### src/rtl/wb_reg_slave_if.sv
// wb_reg_slave_if: Wishbone classic bus (8-bit address, 32-bit data) between host master and register slave
// Signals: adr/dat_i/we/stb/cyc driven by the master; dat_o/ack driven by the slave
interface wb_reg_slave_if;
    logic [7:0]  adr;
    logic [31:0] dat_i;
    logic [31:0] dat_o;
    logic        we;
    logic        stb;
    logic        cyc;
    logic        ack;
    modport master (output adr, dat_i, we, stb, cyc, input dat_o, ack);
    modport slave  (input adr, dat_i, we, stb, cyc, output dat_o, ack);
endinterface

### src/rtl/wb_reg_slave.sv
// wb_reg_slave: Wishbone classic register slave with wait states and masked, latched event interrupts
// Ports: wb_clk bus clock; wb_rst_n async active-low reset; bus Wishbone slave modport
// (adr/dat_i/we/stb/cyc in, dat_o/ack out); evt_i event pulses; intr registered interrupt; ctrl_o CTRL contents
module wb_reg_slave #(
    parameter int          WAIT_STATES = 0,
    parameter int          NUM_EVT     = 8,
    parameter logic [31:0] ID_VALUE    = 32'hE7A0_0001
) (
    input  logic               wb_clk,
    input  logic               wb_rst_n,
    wb_reg_slave_if.slave      bus,
    input  logic [NUM_EVT-1:0] evt_i,
    output logic               intr,
    output logic [31:0]        ctrl_o
);
    localparam logic [3:0] CNT_LOAD = 4'(WAIT_STATES > 0 ? WAIT_STATES - 1 : 0);
    typedef enum logic [1:0] {IDLE, WAIT, ACK} state_t;
    state_t             state;
    logic [3:0]         cnt;
    logic [NUM_EVT-1:0] int_src;
    logic [NUM_EVT-1:0] int_mask;
    logic [NUM_EVT-1:0] w1c;
    logic [31:0]        scratch;
    logic [31:0]        rd_data;
    logic [5:0]         word;
    logic               req;
    logic               wr;
    logic               unused;
    assign req     = bus.cyc & bus.stb;
    assign word    = bus.adr[7:2];
    assign unused  = ^bus.adr[1:0];
    // ack is the registered ACK state qualified by the live strobe, so a master
    // that withdraws its strobe never sees (or commits) a stale acknowledge
    assign bus.ack = (state == ACK) & req;
    assign wr      = bus.ack & bus.we;
    assign w1c     = (wr && word == 6'd1) ? bus.dat_i[NUM_EVT-1:0] : '0;
    always_comb
        rd_data = word == 6'd0 ? ctrl_o :
                  word == 6'd1 ? 32'(int_src) :
                  word == 6'd2 ? 32'(int_mask) :
                  word == 6'd3 ? scratch :
                  word == 6'd4 ? ID_VALUE : '0;
    assign bus.dat_o = bus.ack ? rd_data : '0;
    always_ff @(posedge wb_clk or negedge wb_rst_n) begin
        if (!wb_rst_n) begin
            state <= IDLE;
            cnt   <= '0;
        end else begin
            case (state)
                IDLE: if (req) begin
                    state <= (WAIT_STATES == 0) ? ACK : WAIT;
                    cnt   <= CNT_LOAD;
                end
                WAIT: if (!req) state <= IDLE;
                      else if (cnt == 4'd0) state <= ACK;
                      else cnt <= cnt - 4'd1;
                default: state <= IDLE;
            endcase
        end
    end
    always_ff @(posedge wb_clk or negedge wb_rst_n) begin
        if (!wb_rst_n) begin
            ctrl_o   <= '0;
            int_src  <= '0;
            int_mask <= '0;
            scratch  <= '0;
            intr     <= 1'b0;
        end else begin
            if (wr && word == 6'd0) ctrl_o <= bus.dat_i;
            if (wr && word == 6'd2) int_mask <= bus.dat_i[NUM_EVT-1:0];
            if (wr && word == 6'd3) scratch <= bus.dat_i;
            // OR-ing evt_i after the clear makes a same-cycle event win over W1C
            int_src <= (int_src & ~w1c) | evt_i;
            intr    <= |(int_src & int_mask);
        end
    end
endmodule

### src/flat_wrapper.sv
// flat-port wrapper written by rule: the top's interface ports become plain ports
module wb_reg_slave_flat 
#(
    parameter int          WAIT_STATES = 0,
    parameter int          NUM_EVT     = 8,
    parameter logic [31:0] ID_VALUE    = 32'hE7A0_0001
)
  (wb_clk, wb_rst_n, evt_i, intr, ctrl_o, bus_adr, bus_dat_i, bus_we, bus_stb, bus_cyc, bus_dat_o, bus_ack);
  wb_reg_slave_if bus_i ();
  input  logic wb_clk;
  input  logic wb_rst_n;
  input  logic [NUM_EVT-1:0] evt_i;
  output logic intr;
  output logic [31:0] ctrl_o;
  input wire logic [$bits(bus_i.adr)-1:0] bus_adr;
  input wire logic [$bits(bus_i.dat_i)-1:0] bus_dat_i;
  input wire logic [$bits(bus_i.we)-1:0] bus_we;
  input wire logic [$bits(bus_i.stb)-1:0] bus_stb;
  input wire logic [$bits(bus_i.cyc)-1:0] bus_cyc;
  output wire logic [$bits(bus_i.dat_o)-1:0] bus_dat_o;
  output wire logic [$bits(bus_i.ack)-1:0] bus_ack;
  assign bus_i.adr = bus_adr;
  assign bus_i.dat_i = bus_dat_i;
  assign bus_i.we = bus_we;
  assign bus_i.stb = bus_stb;
  assign bus_i.cyc = bus_cyc;
  assign bus_dat_o = bus_i.dat_o;
  assign bus_ack = bus_i.ack;
  wb_reg_slave #(.WAIT_STATES(WAIT_STATES), .NUM_EVT(NUM_EVT), .ID_VALUE(ID_VALUE)) u_core (.wb_clk(wb_clk), .wb_rst_n(wb_rst_n), .bus(bus_i), .evt_i(evt_i), .intr(intr), .ctrl_o(ctrl_o));
endmodule
### config.mk
export PLATFORM = sky130hd
export DESIGN_NAME = wb_reg_slave_flat
export DESIGN_NICKNAME = d
export VERILOG_FILES = /design/src/rtl/wb_reg_slave_if.sv /design/src/rtl/wb_reg_slave.sv /design/src/flat_wrapper.sv
export SDC_FILE = /design/constraint.sdc
export NUM_CORES = 1
export LEC_CHECK = 0
export ABC_CLOCK_PERIOD_IN_PS = 2000
export BUFFER_PORTS_ARGS = -buffer_cell sky130_fd_sc_hd__buf_2
export CAP_MARGIN = 20
export CORE_ASPECT_RATIO = 0.8
export CORE_MARGIN = 2
export CORE_UTILIZATION = 45
export DETAILED_ROUTE_END_ITERATION = 10
export PLACE_DENSITY = 0.71
export SLEW_MARGIN = 30
export SYNTH_ARGS = -nofsm -noshare
export SYNTH_HDL_FRONTEND = slang
export SYNTH_SLANG_ARGS = --single-unit
### constraint.sdc
create_clock -name wb_clk -period 2 [get_ports wb_clk]
set_clock_uncertainty 0.2 [all_clocks]
set_input_delay 0.2 -clock wb_clk [delete_from_list [all_inputs] [get_ports wb_clk]]
set_output_delay 0.2 -clock wb_clk [all_outputs]
set_load 0.1 [all_outputs]
Word-level counts from Yosys, hierarchy flattened. Cells that the tools add are included.

Reductions and logical operators: 11. Multiplexer cells: 15. Add/subtract/negate cells: 1. Equality and inequality tests: 10. Bitwise logic cells: 7.

Operator list (number): $mux W32 (6); $and A8 B8 Y8 (2); $eq A6 B2 Y1 const B (2); $mux W4 (3); $mux W8 (1); $not A8 Y8 (1); $or A8 B8 Y8 (1); $pmux W4 S2 (1); $reduce_or A8 Y1 (1); $eq A6 B1 Y1 const B (1); $eq A6 B3 Y1 const B (1); $logic_not A6 Y1 (1); $mux W2 (3); $logic_and A1 B1 Y1 (4); $logic_not A4 Y1 (1); $ne A2 B1 Y1 const B (2); $pmux W2 S2 (1); $reduce_and A4 Y1 (1); $sub A4 B1 Y4 const B (1); $and A1 B1 Y1 (3); $ne A3 B3 Y1 const B (1); $eq A2 B1 Y1 const B (1); $eq A2 B2 Y1 const B (1); $logic_not A2 Y1 (1); other kinds (3) (3).

Logic and storage cells: 51. Output and inout port bits: 66. Input bits: 53. Flip-flop bits (word level): 87.

Logic depth before layout (Yosys ltp).
Word-level depth: 8. Depth in mapped cells: 6. Mapped depth without buffers: 4.

Least setup slack after synthesis. No wires, ideal clock.

Path kind: register -> output. Start point: register u_core.ctrl_o[0]. End point: output port bus_dat_o[0]. Slack: -1.751 ns. Stages on the path, launching flop included: 4. Path buffers: 0. Arrival: 3.351 ns. Data required time: 1.600 ns. Path through: dfrtp_1 -> inv_1 -> a31oi_1 -> a21boi_0.

Cells in the longest elaborated chain, start to end: 2.

RTL lines: start: declaration (RTL line wb_reg_slave.sv:14) `output logic [31:0] ctrl_o`; start signal: assignment (RTL line wb_reg_slave.sv:69) `if (wr && word == 6'd0) ctrl_o <= bus.dat_i;`; $mux W32 (RTL line wb_reg_slave.sv:38) `rd_data = word == 6'd0 ? ctrl_o :`; $mux W32 (RTL line wb_reg_slave.sv:43) `assign bus.dat_o = bus.ack ? rd_data : '0;`; end: declaration (RTL line flat_wrapper.sv:20) `output wire logic [$bits(bus_i.dat_o)-1:0] bus_dat_o;`.

Every way passes these cells.

Worst setup path in the final report.
Start point: register u_core.int_mask[4]. End point: output port bus_dat_o[4].

Cells in the longest elaborated chain, start to end: 4.

RTL lines: start: declaration (RTL line wb_reg_slave.sv:21) `logic [NUM_EVT-1:0] int_mask;`; start signal: assignment (RTL line wb_reg_slave.sv:70) `if (wr && word == 6'd2) int_mask <= bus.dat_i[NUM_EVT-1:0];`; $mux W32 (RTL line wb_reg_slave.sv:40) `word == 6'd2 ? 32'(int_mask) :`; $mux W32 (RTL line wb_reg_slave.sv:39) `word == 6'd1 ? 32'(int_src) :`; $mux W32 (RTL line wb_reg_slave.sv:38); $mux W32 (RTL line wb_reg_slave.sv:43).

Every way passes these cells.

==> metrics.txt <==
# TYPE chip_impl_metric gauge
chip_impl_info{name="run_status",value="finished, final reports clean"} 1
chip_impl_metric{name="finish.net_count",unit=""} 546
chip_impl_metric{name="synth-adder-area-share",unit="%"} 0
chip_impl_metric{name="die_w",unit="um"} 110.0
chip_impl_metric{name="post_synth_instance_area",unit="um2"} 4044
chip_impl_metric{name="core_area",unit="um2"} 8596
chip_impl_info{name="cts_root_buf",value="sky130_fd_sc_hd__clkbuf_8"} 1
chip_impl_metric{name="die_y",unit="um"} 88.79
chip_impl_metric{name="muxShareOfSynthArea",unit="%"} 26.45
chip_impl_metric{name="synth.yosys.seq_area_share",unit="%"} 50.74
chip_impl_metric{name="design_area",unit="um2"} 6558
chip_impl_metric{name="grt_start_max_net_pins",unit=""} 44
chip_impl_metric{name="asyncSetResetFlopFracSynth",unit="%"} 100.0
chip_impl_info{name="min_path_type",value="input port to async pin"} 1
chip_impl_info{name="start_kind",value="register"} 1
chip_impl_metric{name="post_route_cells_drive_above_1_share",unit="%"} 59.24
chip_impl_info{name="critical_path.endpoint_type",value="output pin"} 1
chip_impl_metric{name="synth_xor_xnor_area_share",unit="%"} 0
chip_impl_metric{name="design.die.area",unit="um2"} 9766
chip_impl_metric{name="place.detailed.hpwl",unit="um"} 7569
chip_impl_metric{name="synth-edff-count",unit=""} 0
chip_impl_metric{name="floorplan_row_count",unit=""} 30
chip_impl_metric{name="yosys_register_bits",unit=""} 82
chip_impl_info{name="slowest_cell_on_the_critical_path",value="sky130_fd_sc_hd__mux4_2"} 1
chip_impl_metric{name="grt_overflow_total",unit=""} 0
chip_impl_metric{name="initial_core_util",unit="%"} 47.05
chip_impl_metric{name="area.sequential",unit="um2"} 2090
chip_impl_metric{name="detailedRoute.firstIterationViolations",unit=""} 107
chip_impl_metric{name="detailed_place.area",unit="um2"} 5797
chip_impl_metric{name="htree_num_levels",unit=""} 3
chip_impl_metric{name="global_route_wire_length_before_repair",unit="um"} 18010
chip_impl_metric{name="setup_viol_count_final",unit=""} 0
chip_impl_info{name="netlist_top_cells_area",value="sky130_fd_sc_hd__dfrtp_1 (51%), sky130_fd_sc_hd__mux2_4 (11%), sky130_fd_sc_hd__mux2_1 (8.4%)"} 1
chip_impl_metric{name="antenna-diode-count",unit=""} 0
chip_impl_metric{name="final_critical_path_setup_slack",unit="ps"} 13.30
chip_impl_info{name="tritoncts",value="done"} 1
chip_impl_metric{name="buffer_ports.inserted",unit=""} 116
chip_impl_metric{name="worst_setup_hold_path_clk_slew",unit="ps"} 80
chip_impl_metric{name="number_of_antenna_violations_at_the_first_check_in_global_routing",unit=""} 0
chip_impl_metric{name="hold_viol_final",unit=""} 0
chip_impl_metric{name="cp_max_fo",unit=""} 3
chip_impl_metric{name="gp_congestion",unit=""} 0.8011
chip_impl_metric{name="dp_worst_setup_slack",unit="ps"} 42.39
chip_impl_info{name="rsz0062_at_grt",value="yes"} 1
chip_impl_metric{name="cts_sinks",unit=""} 82
chip_impl_info{name="worstPathCellList",value="mux4_2 -> and3_4 -> buf_12"} 1
chip_impl_info{name="critical_path.reg2reg.startpoint",value="u_core.state[1]"} 1
chip_impl_metric{name="boundaryPins",unit=""} 119
chip_impl_metric{name="filler_cell_count",unit=""} 516
chip_impl_metric{name="antenna_violating_nets_post_route",unit=""} 0
chip_impl_metric{name="wl_per_cell",unit="um"} 18.16
chip_impl_metric{name="yosysWarningCount",unit=""} 0
chip_impl_metric{name="utilization",unit="%"} 76.29
chip_impl_metric{name="synthesis.area_per_instance",unit="um2"} 12.92
chip_impl_metric{name="final_max_slew_viol_count",unit=""} 0
chip_impl_metric{name="share_of_the_synthesized_area_in_compound_gates_ao_oa_aoi_oai",unit="%"} 6.745
chip_impl_metric{name="period_minus_slack",unit="ps"} 1987
chip_impl_metric{name="vdd_ir_drop_max",unit="V"} 0.0004744
chip_impl_metric{name="tightestPinTransition",unit="ps"} 503.0
chip_impl_metric{name="drt_first_pass_iters",unit=""} 4
chip_impl_metric{name="vias",unit=""} 3317
chip_impl_metric{name="yosys.area_share.simple",unit="%"} 10.95
chip_impl_metric{name="synthesis.instances",unit=""} 313
chip_impl_info{name="synth_area_leader_cell",value="sky130_fd_sc_hd__dfrtp_1"} 1
chip_impl_metric{name="power_leakage",unit="nW"} 2.834
chip_impl_info{name="layout_commonest_cell",value="sky130_fd_sc_hd__buf_2"} 1
chip_impl_metric{name="synthesis.nets",unit=""} 366
chip_impl_metric{name="groute.usage.overall",unit="%"} 24.57
chip_impl_metric{name="slowest_delay",unit="ps"} 460
chip_impl_metric{name="layout-area-overhead-vs-synth",unit="%"} 62.16
chip_impl_metric{name="multi_input_gate_area",unit="um2"} 2212
chip_impl_metric{name="cts_buffers",unit=""} 9
chip_impl_info{name="crit_path_start",value="u_core.int_mask[4]"} 1
chip_impl_info{name="most-common-layout-cells",value="sky130_fd_sc_hd__buf_2 (82), sky130_fd_sc_hd__dfrtp_1 (52), sky130_fd_sc_hd__nand3_1 (46)"} 1
chip_impl_metric{name="worst-endpoint-required",unit="ps"} 1600
chip_impl_metric{name="setup-tns-final",unit="ps"} 0
chip_impl_metric{name="clock_insertion_delay_worst_skew",unit="ps"} 350
chip_impl_metric{name="power.density_cell_area",unit="nW/um2"} 500.6
chip_impl_metric{name="grt_pass1_vias",unit=""} 3503
chip_impl_metric{name="viasPerCell",unit=""} 5.438
chip_impl_metric{name="max-clock-path-buffers",unit=""} 2
chip_impl_metric{name="cp.arrival",unit="ps"} 1590
chip_impl_info{name="synthFlopType",value="sky130_fd_sc_hd__dfrtp_1"} 1
chip_impl_info{name="setup.worst_path.class",value="register to output pin"} 1
chip_impl_metric{name="maxCapViolCount",unit=""} 0
chip_impl_metric{name="clock.fmax",unit="MHz"} 503.3
chip_impl_metric{name="synth.distinct_cells",unit=""} 32
chip_impl_metric{name="post-route-drc-count",unit=""} 0
chip_impl_metric{name="share_of_the_synthesized_area_in_the_top_cell_type",unit="%"} 50.74
chip_impl_metric{name="detail_route.wirelength",unit="um"} 11080
chip_impl_metric{name="timing.slew.headroom",unit="%"} 66.70
chip_impl_info{name="largest_family_of_logic_cells_by_synthesized_area",value="multiplexers"} 1
chip_impl_metric{name="fin_crit_sh",unit="%"} 99.34
-- kinds of logic after synthesis --
family | count (synthesis)
flops | 82
mux | 80
simple gates | 78
compound gates | 43
buf+inv | 30
-- power by group --
group          internal [mW]  switching [mW]
Sequential              1.68          0.0140
Combinational          0.175           0.247
Clock                  0.569           0.599
-- flip-flops by register name (all words and copies together), names as in the netlist --
name,count
u_core.ctrl_o,32
u_core.scratch,32
u_core.int_mask,8
u_core.int_src,8
u_core.intr,1
u_core.state,1
-- path summary, 6_finish.rpt --
check                                          end  slack, ps  depth (start not counted)
worst max register to register  u_core.scratch[11]        130                          5
min in group wb_clk              u_core.int_src[5]        200                          5
worst max-delay path                  bus_dat_o[4]         10                          3
worst min-delay path             u_core.ctrl_o[23]         20                          2
worst min register to register    u_core.ctrl_o[7]        310                          1
max in group asynchronous        u_core.ctrl_o[14]        940                          3
-- cell usage after synthesis, drive strengths merged, types with 2 or more instances --
| master | n |
|---|---|
| inv | 3 |
| dfrtp | 82 |
| a22oi | 4 |
| nor2 | 4 |
| a31oi | 9 |
| mux2 | 75 |
| a21oi | 16 |
| clkbuf | 8 |
| buf | 19 |
| o311ai | 2 |
| nand2 | 2 |
| mux4 | 5 |
| o22ai | 2 |
| and3 | 7 |
| nand3 | 49 |
| a21o | 8 |
| nand4 | 9 |
-- critical path, delay by kind of cell (launching register included) --
family / cells / cell delay, ps
AND/OR/NAND/NOR: 1 / 200
multiplexers: 1 / 460
buffers and inverters: 1 / 160
flip-flops: 1 / 410
-- timing repair --
item | CTS | global route
buffers inserted | 9 | 3
endpoints found under the setup margin | 8 | 13
hold buffers | 43 | 0
resized for setup | 6 | 4
pin swaps | 0 | 4
endpoints found under the hold margin | 163 | 0
-- stage by stage --
stage	hold WS (ps)	power, mW	instances
3_5_place_dp	-140.9	2.070	539
5_1_grt	32.73	3.417	610
2_1_floorplan	-295.6	1.900	313
3_3_place_gp	-142.7	2.064	539
6_report	24.24	3.283	610
4_1_cts	8.380	3.314	607
-- layout make-up --
type	instances	share of cell area, %
multi-input combinational	201	33.73
timing repair buffer	196	29.21
clock buffer	10	1.946
clock inverter	6	0.8777
tap	112	2.137
sequential	82	31.86
inverter	3	0.2290
-- per-layer routing --
metal  track usage (%)  part of all wire, %
met1             32.94                   43
met2             39.99                   50
met3             5.744                  5.0
met4             7.365                  1.3
met5                 0                    0
(Power assumes the default switching activity.)
